$ cat src/rtl/gmii_tx_arbiter_if.sv
// rtl/gmii_tx_arbiter_if.sv - frame source handshake bundle for both requesters of gmii_tx_arbiter
interface gmii_tx_arbiter_if;
  logic       req0;
  logic       req1;
  logic [7:0] data0;
  logic [7:0] data1;
  logic       valid0;
  logic       valid1;
  logic       last0;
  logic       last1;
  logic       rd0;
  logic       rd1;
  logic       gnt0;
  logic       gnt1;

  modport master (
    output req0, req1, data0, data1, valid0, valid1, last0, last1,
    input  rd0, rd1, gnt0, gnt1
  );

  modport slave (
    input  req0, req1, data0, data1, valid0, valid1, last0, last1,
    output rd0, rd1, gnt0, gnt1
  );
endinterface

$ cat src/rtl/gmii_tx_arbiter.sv
// rtl/gmii_tx_arbiter.sv - round-robin two-source GMII transmit scheduler with preamble, SFD, underrun abort and IPG
module gmii_tx_arbiter #(
  parameter int PREAMBLE_BYTES = 7,
  parameter int IPG_BYTES      = 12
) (
  input  logic               Clk,
  input  logic               mr_main_reset_n,
  input  logic               enable,
  gmii_tx_arbiter_if.slave   src,
  output logic [7:0]         TXD,
  output logic               TX_EN,
  output logic               TX_ER,
  output logic               busy,
  output logic [7:0]         underrun_cnt
);

  localparam int MAX_CNT = (PREAMBLE_BYTES > IPG_BYTES) ? PREAMBLE_BYTES : IPG_BYTES;
  localparam int CNT_W   = (MAX_CNT > 1) ? $clog2(MAX_CNT) : 1;
  localparam logic [CNT_W-1:0] PRE_LOAD = CNT_W'(PREAMBLE_BYTES - 1);
  localparam logic [CNT_W-1:0] IPG_LOAD = CNT_W'(IPG_BYTES - 1);

  typedef enum logic [2:0] {IDLE, PRE, SFD, DATA, IPG} state_t;

  state_t           state_q, state_n;
  logic [7:0]       txd_q, txd_n;
  logic             tx_en_q, tx_en_n;
  logic             tx_er_q, tx_er_n;
  logic [1:0]       gnt_q, gnt_n;
  logic [CNT_W-1:0] cnt_q, cnt_n;
  logic             last_seen_q, last_seen_n;
  logic             rr_q, rr_n;
  logic [7:0]       ucnt_q, ucnt_n;

  logic       rd_now;
  logic       sel;
  logic [7:0] data_sel;
  logic       valid_sel;
  logic       last_sel;
  logic       grant_ok;
  logic       pick;
  logic       start;

  // The owning port keeps pulling until its last byte has been captured.
  assign rd_now    = (state_q == SFD) || ((state_q == DATA) && !last_seen_q);
  assign sel       = gnt_q[1];
  assign data_sel  = sel ? src.data1  : src.data0;
  assign valid_sel = sel ? src.valid1 : src.valid0;
  assign last_sel  = sel ? src.last1  : src.last0;

  // rr_q names the port that wins when both request.
  assign grant_ok = enable && (src.req0 || src.req1);
  assign pick     = (src.req0 && src.req1) ? rr_q : src.req1;

  assign src.rd0      = rd_now && gnt_q[0];
  assign src.rd1      = rd_now && gnt_q[1];
  assign src.gnt0     = gnt_q[0];
  assign src.gnt1     = gnt_q[1];
  assign TXD          = txd_q;
  assign TX_EN        = tx_en_q;
  assign TX_ER        = tx_er_q;
  assign busy         = (state_q != IDLE);
  assign underrun_cnt = ucnt_q;

  always_ff @(posedge Clk or negedge mr_main_reset_n) begin
    if (!mr_main_reset_n) begin
      state_q     <= IDLE;
      txd_q       <= 8'h00;
      tx_en_q     <= 1'b0;
      tx_er_q     <= 1'b0;
      gnt_q       <= 2'b00;
      cnt_q       <= '0;
      last_seen_q <= 1'b0;
      rr_q        <= 1'b0;
      ucnt_q      <= 8'h00;
    end else begin
      state_q     <= state_n;
      txd_q       <= txd_n;
      tx_en_q     <= tx_en_n;
      tx_er_q     <= tx_er_n;
      gnt_q       <= gnt_n;
      cnt_q       <= cnt_n;
      last_seen_q <= last_seen_n;
      rr_q        <= rr_n;
      ucnt_q      <= ucnt_n;
    end
  end

  always_comb begin
    state_n     = state_q;
    txd_n       = txd_q;
    tx_en_n     = tx_en_q;
    tx_er_n     = tx_er_q;
    gnt_n       = gnt_q;
    cnt_n       = cnt_q;
    last_seen_n = last_seen_q;
    rr_n        = rr_q;
    ucnt_n      = ucnt_q;
    start       = 1'b0;

    case (state_q)
      IDLE: begin
        start = grant_ok;
      end
      PRE: begin
        if (cnt_q == '0) begin
          state_n = SFD;
          txd_n   = 8'hD5;
        end else begin
          cnt_n = cnt_q - 1'b1;
        end
      end
      SFD, DATA: begin
        if (rd_now) begin
          state_n = DATA;
          if (valid_sel) begin
            txd_n       = data_sel;
            tx_er_n     = 1'b0;
            last_seen_n = last_sel;
          end else begin
            // Underrun: one errored byte, then treat the frame as finished.
            txd_n       = 8'h00;
            tx_er_n     = 1'b1;
            last_seen_n = 1'b1;
            if (ucnt_q != 8'hFF) begin
              ucnt_n = ucnt_q + 8'd1;
            end
          end
        end else begin
          state_n = IPG;
          txd_n   = 8'h00;
          tx_en_n = 1'b0;
          tx_er_n = 1'b0;
          gnt_n   = 2'b00;
          cnt_n   = IPG_LOAD;
        end
      end
      IPG: begin
        if (cnt_q == '0) begin
          state_n = IDLE;
          start   = grant_ok;
        end else begin
          cnt_n = cnt_q - 1'b1;
        end
      end
      default: begin
        state_n = IDLE;
      end
    endcase

    if (start) begin
      state_n     = PRE;
      txd_n       = 8'h55;
      tx_en_n     = 1'b1;
      tx_er_n     = 1'b0;
      gnt_n       = pick ? 2'b10 : 2'b01;
      rr_n        = ~pick;
      cnt_n       = PRE_LOAD;
      last_seen_n = 1'b0;
    end
  end

endmodule

$ cat src/flat_wrapper.sv
// flat-port wrapper written by rule: the top's interface ports become plain ports
module gmii_tx_arbiter_flat 
#(
  parameter int PREAMBLE_BYTES = 7,
  parameter int IPG_BYTES      = 12
)
  (Clk, mr_main_reset_n, enable, TXD, TX_EN, TX_ER, busy, underrun_cnt, src_req0, src_req1, src_data0, src_data1, src_valid0, src_valid1, src_last0, src_last1, src_rd0, src_rd1, src_gnt0, src_gnt1);
  gmii_tx_arbiter_if src_i ();
  input  logic Clk;
  input  logic mr_main_reset_n;
  input  logic enable;
  output logic [7:0] TXD;
  output logic TX_EN;
  output logic TX_ER;
  output logic busy;
  output logic [7:0] underrun_cnt;
  input wire logic [$bits(src_i.req0)-1:0] src_req0;
  input wire logic [$bits(src_i.req1)-1:0] src_req1;
  input wire logic [$bits(src_i.data0)-1:0] src_data0;
  input wire logic [$bits(src_i.data1)-1:0] src_data1;
  input wire logic [$bits(src_i.valid0)-1:0] src_valid0;
  input wire logic [$bits(src_i.valid1)-1:0] src_valid1;
  input wire logic [$bits(src_i.last0)-1:0] src_last0;
  input wire logic [$bits(src_i.last1)-1:0] src_last1;
  output wire logic [$bits(src_i.rd0)-1:0] src_rd0;
  output wire logic [$bits(src_i.rd1)-1:0] src_rd1;
  output wire logic [$bits(src_i.gnt0)-1:0] src_gnt0;
  output wire logic [$bits(src_i.gnt1)-1:0] src_gnt1;
  assign src_i.req0 = src_req0;
  assign src_i.req1 = src_req1;
  assign src_i.data0 = src_data0;
  assign src_i.data1 = src_data1;
  assign src_i.valid0 = src_valid0;
  assign src_i.valid1 = src_valid1;
  assign src_i.last0 = src_last0;
  assign src_i.last1 = src_last1;
  assign src_rd0 = src_i.rd0;
  assign src_rd1 = src_i.rd1;
  assign src_gnt0 = src_i.gnt0;
  assign src_gnt1 = src_i.gnt1;
  gmii_tx_arbiter #(.PREAMBLE_BYTES(PREAMBLE_BYTES), .IPG_BYTES(IPG_BYTES)) u_core (.Clk(Clk), .mr_main_reset_n(mr_main_reset_n), .enable(enable), .src(src_i), .TXD(TXD), .TX_EN(TX_EN), .TX_ER(TX_ER), .busy(busy), .underrun_cnt(underrun_cnt));
endmodule
$ cat config.mk
export PLATFORM = sky130hd
export DESIGN_NAME = gmii_tx_arbiter_flat
export DESIGN_NICKNAME = d
export VERILOG_FILES = /design/src/rtl/gmii_tx_arbiter_if.sv /design/src/rtl/gmii_tx_arbiter.sv /design/src/flat_wrapper.sv
export SDC_FILE = /design/constraint.sdc
export NUM_CORES = 1
export LEC_CHECK = 0
export BUFFER_PORTS_ARGS = -buffer_cell sky130_fd_sc_hd__buf_2
export CAP_MARGIN = 0
export CORE_MARGIN = 1
export CORE_UTILIZATION = 36
export DETAILED_ROUTE_END_ITERATION = 8
export PLACE_DENSITY_LB_ADDON = 0.3
export SLEW_MARGIN = 20
export SYNTH_ARGS = -nofsm -noshare
export SYNTH_HDL_FRONTEND = slang
export SYNTH_SLANG_ARGS = --single-unit
$ cat constraint.sdc
create_clock -name Clk -period 2 [get_ports Clk]
set_input_delay 0.1 -clock Clk [delete_from_list [all_inputs] [get_ports Clk]]
set_output_delay 0.1 -clock Clk [all_outputs]
set_load 0.005 [all_outputs]
# After elaboration in Yosys (flattened, before gate mapping)
# Index checks and enable logic that the tools add are counted.
# op_classes
n_addsub	2
reduce_logical	23
eq_ne	11
bitwise	2
muxes	35
# ops
op	n
$mux W8	5
$pmux W8 S2	1
$mux W1	15
$mux W3	4
$mux W4	3
$pmux W3 S4	1
$reduce_bool A3 Y1	3
$add A8 B1 Y8 const B	1
$mux W2	4
$ne A8 B8 Y1 const B	1
$pmux W4 S2	1
$eq A3 B2 Y1 const B	2
$ne A3 B1 Y1 const B	2
$reduce_and A2 Y1	3
$reduce_and A3 Y1	2
$logic_and A1 B1 Y1	5
$logic_not A4 Y1	1
$reduce_and A4 Y1	1
$reduce_bool A2 Y1	2
$reduce_or A2 Y1	2
$sub A4 B1 Y4 const B	1
$eq A3 B1 Y1 const B	1
$eq A3 B3 Y1 const B	1
$logic_not A3 Y1	1
other kinds (8)	10
# word_totals
regBits	29
output_inout_bits	23

# Depth between registers and ports, before layout
# logic_depth
ltp_word	6
mapped_depth	6
depth_no_buf	6

# Worst setup path before layout
# OpenSTA, ideal clock, no wires.
# synth_timing
kind	reg2reg
startpoint	register u_core.cnt_q[0]
endpoint	register u_core.txd_q[7] (netlist: u_core.TXD[7])
setup_time_ns	0.125
required_ns	1.875
path_buffers	0
synth_period_minus_slack_ns	1.961
slack_ns	0.039
path_stages_with_launch	7
t_arrival_ns	1.836
path_cell_list	dfrtp_1 inv_1 ha_1 or3b_4 a2111oi_4 nor2_1 mux2_2
# synth_between
elab_chain_cells	5
word_cells_on_any_way	7
# synth_lines
element	line	source
start: declaration	gmii_tx_arbiter.sv:29	logic [CNT_W-1:0] cnt_q, cnt_n;
start signal: assignment	gmii_tx_arbiter.sv:81	cnt_q <= cnt_n;
$logic_not A4 Y1 (*)	gmii_tx_arbiter.sv:105, gmii_tx_arbiter.sv:138	
$mux W1	gmii_tx_arbiter.sv:138	if (cnt_q == '0) begin
$pmux W1 S2	gmii_tx_arbiter.sv:100	case (state_q)
$ne A3 B1 Y1 (no line) or $reduce_bool A3 Y1 (tied branches)	n/a	
$reduce_and A2 Y1 (no line)	n/a	
end signal: assignment	gmii_tx_arbiter.sv:77	txd_q <= txd_n;
end: declaration	gmii_tx_arbiter.sv:25	logic [7:0] txd_q, txd_n;
# Mark *: on every way between the ends. The rest lies on a longest branch, timed or not.
# A chain may end at the register's enable or synchronous reset.

# Worst setup path after layout
# layout_timing
startpoint	register u_core.cnt_q[0]
endpoint	register u_core.last_seen_q
# layout_between
elab_chain_cells	5
word_cells_on_any_way	7
# layout_lines
element	line	source
$logic_not A4 Y1 (*)	gmii_tx_arbiter.sv:138	
$mux W1 (*)	gmii_tx_arbiter.sv:138	
$pmux W1 S2 (*)	gmii_tx_arbiter.sv:100	
$reduce_bool A2 Y1 (no line)	n/a	
$reduce_and A2 Y1 (no line)	n/a	
end signal: assignment	gmii_tx_arbiter.sv:82	last_seen_q <= last_seen_n;
end: declaration	gmii_tx_arbiter.sv:30	logic last_seen_q, last_seen_n;
# Marks and branches as above.

==> impl_results.md <==
- Main combinational cell family by area after synthesis: compound AO/OA/AOI/OAI gates
- Dpl hpwl: 2570 µm
- Cells after Synth: 149
- Setup TNS: 0 ns
- Share of cells above drive strength 1: 0.414
- First-pass GRT wire length: 5840 µm
- Nets@finish: 241
- Ant. Diodes: 0
- Fin crit period: 1.99 ns
- EDFF count, synth: 0
- Crit Path Class: reg2reg
- Max-Slew Margin vs Limit: 0.570
- Power per cell area: 1190 nW/µm²
- Sequential group share of total power: 0.377
- Sequential fraction of the synthesis area: 0.461
- CTS tree: yes
- Hold Slack: 0.114 ns
- Setup Skew: 0.00288 ns
- Crit Path Max Fanout: 6
- Post-Route Utilization: 0.508
- Router iterations before antenna repair: 4
- DIE AREA: 4640 µm²
- Data required time of the worst path: 2.17 ns
- CTS buffer count: 5
- Crit path arrival time: 2.16 ns
- Iter 0 DRT Violations: 58
- RePlAce Congestion: 0.763
- # rows: 23
- Final max-slew violation count: 0
- Clk sinks: 29
- Syn Area/Cell: 10.6 µm²
- Largest net degree at the start of global routing: 30
- Routed length on met1: 1690 µm
- Slew @ Worst Pin: 0.645 ns
- CP startpoint kind: register
- Compound-gate portion of the synthesized area: 0.177
- Clk Latency, worst-skew pair: 0.28 ns
- Core ar.: 4090 µm²
- Vias post-DR: 1,350
- Synth top area cells: dfrtp_1 46%, mux2i_1 5.1%, xor2_1 3.9%
- Worst Hold Class: in2reg
- Clock Tree Buf Depth: 2
- P_leak: 0.994 nW
- Met3 wire length: 158 µm
- Synthesized Nets: 176
- Synth Area in Simple Gates: 0.168
- Register-to-register setup slack: 0.01 ns
- Vias per cell: 5.09
- Top-count cell post-synth: dfrtp_1
- Placed cell area: 1940 µm²
- Cell area after layout: 2070 µm²
- Yosys top cell area share: 0.461
- Root Driver: clkbuf_8
- Internal power: 1.57 mW
- Residual DRC: 0
- DR top layer: met4
- Fmax achieved: 502 MHz
- Routed Antenna Nets: 0
- Mapped Area: 1570 µm²
- H-tree levels: 2
- Crit end category: register
- Vias in the first global route: 1,310
- XOR/XNOR Fraction of Synth Area: 0.0446
- Remaining Overflow, GRT: 0
- Post-synth ARST share: 1.00
- Period utilization: 0.995
- Synth warn: 0
- Synth area leader: dfrtp_1
- Synth Flop Type: dfrtp_1
- Layout area overhead: 31.9%
- NetSw: 0.898 mW
- RSZ-0062 raised after global routing: yes
- Die height: 68.1 µm
- Post-synthesis mux area share: 0.0963
- Final wirelength: 3520 µm
- Buffers on Ports: 47
- Initial antenna violation count: 0
- Gate power share: 0.438
- Wire length on met2: 1610 µm
- Clock power frac: 0.185
- Net Sw Frac: 0.364
- Starting Density: 0.385
- Final setup viols: 0
- Die Span X: 68.1 µm
- Final hold violations: 0
- Post-synth top cells: 29 x dfrtp_1, 15 x nand2_1, 8 x inv_1, 8 x mux2i_1
- Outcome: finished clean
- Synth Register Bits: 29
- Max Cap Violations: 0
- Io pins: 48
- Tot GR Track Use: 0.176
- VDD IR max: 0.485 mV
- Routed len/inst: 13.3 µm
- Synth cell types: 43
- Clk pin slew, worst setup/hold paths: 0.06 ns
- Area share of fa/ha/maj cells after synthesis: 0.0159
==> cell type report <==
type / count / area [µm²]
flip-flops and latches: 29 / 726
multi-input cells: 105 / 801
inverters: 8 / 30.0
fillers: 380 / 2010
repair buffers: 65 / 373
clock inverters: 2 / 10.0
well taps: 50 / 62.6
clock buffers: 6 / 72.6
==> worst max-delay path, cell delays in order (launching register included) <==
cell and delay [ns]:
dfrtp_1 0.40, inv_2 0.08, ha_4 0.15, or3b_4 0.40, buf_4 0.15, a2111o_1 0.46, a31o_1 0.26
==> cells by family (layout without fill, tap and decap cells) <==
group           Yosys count  after routing
flops                    29             29
xor+xnor                  8              8
buf+inv                  15             81
fa+ha+maj                 2              2
simple gates             45             45
compound gates           36             36
mux                      14             14
==> sequential cells by signal, indices dropped and copies added (netlist names) <==
| signal | count |
|---|---|
| u_core.TXD | 8 |
| u_core.underrun_cnt | 8 |
| u_core.cnt_q | 4 |
| u_core.state_q | 3 |
| u_core.gnt_q | 2 |
| u_core.TX_EN | 1 |
| u_core.TX_ER | 1 |
| u_core.last_seen_q | 1 |
| u_core.rr_q | 1 |
==> path summary, 6_finish.rpt <==
kind / cells past startpoint / startpoint / end
setup / recovery: 6 / u_core.cnt_q[0] / u_core.last_seen_q
hold reg to reg: 2 / u_core.rr_q / u_core.rr_q
max in group asynchronous: 2 / mr_main_reset_n / u_core.cnt_q[3]
hold / removal: 3 / src_data0[1] / u_core.TXD[1]
setup reg to reg: 6 / u_core.cnt_q[0] / u_core.last_seen_q
min in group asynchronous: 2 / mr_main_reset_n / u_core.underrun_cnt[6]
==> stage by stage <==
stage / total power [mW] / cells / setup WS (ns)
5_1_grt: 2.68 / 265 / -0.0450
2_1_floorplan: 1.58 / 149 / 0.0395
3_5_place_dp: 1.97 / 252 / 0.00108
3_3_place_gp: 1.96 / 252 / 0.0490
6_report: 2.47 / 265 / 0.00973
4_1_cts: 2.45 / 261 / 0.0183
==> layer usage <==
layer  vias to the layer above  track usage
li1                        671            -
met1                       641        0.224
met3                         7       0.0667
met2                        31        0.260
met5                         -            0
met4                         0       0.0807
==> placed cells by master, fill, tap and decap left out, types with 2 or more instances in the layout <==
cell      instances
nor4_2            3
xor2_1            7
nor2b_1           2
a22oi_1           2
a31o_1            2
mux2_2            4
nand3_1           5
nand2_1          15
inv_1             6
clkbuf_8          5
o21ai_0           7
a21oi_1           4
nor3_1            3
buf_2            47
mux2i_1           8
inv_2             2
and3_1            2
o311ai_0          2
o21a_1            4
dfrtp_1          29
nor4b_2           2
clkinv_2          2
a31oi_1           2
nor2_1            7
buf_4            17
o22ai_1           4
==> power groups by stage <==
stage                     clock network [mW]  logic [mW]  registers [mW]
after floorplan                            0       0.658           0.923
after global placement                     0        1.03           0.933
after detailed placement                   0        1.04           0.935
after CTS                              0.480        1.04           0.924
after global routing                   0.519        1.21           0.954
final                                  0.457        1.08           0.930
==> timing repair <==
action	in CTS	in global routing
hold endpoints to repair	29	0
pin swaps	2	5
resized for setup	0	4
hold buffers	1	0
setup buffers	0	4
endpoints found under the setup margin	5	9
No activity file was read; power rests on OpenSTA's default activity.
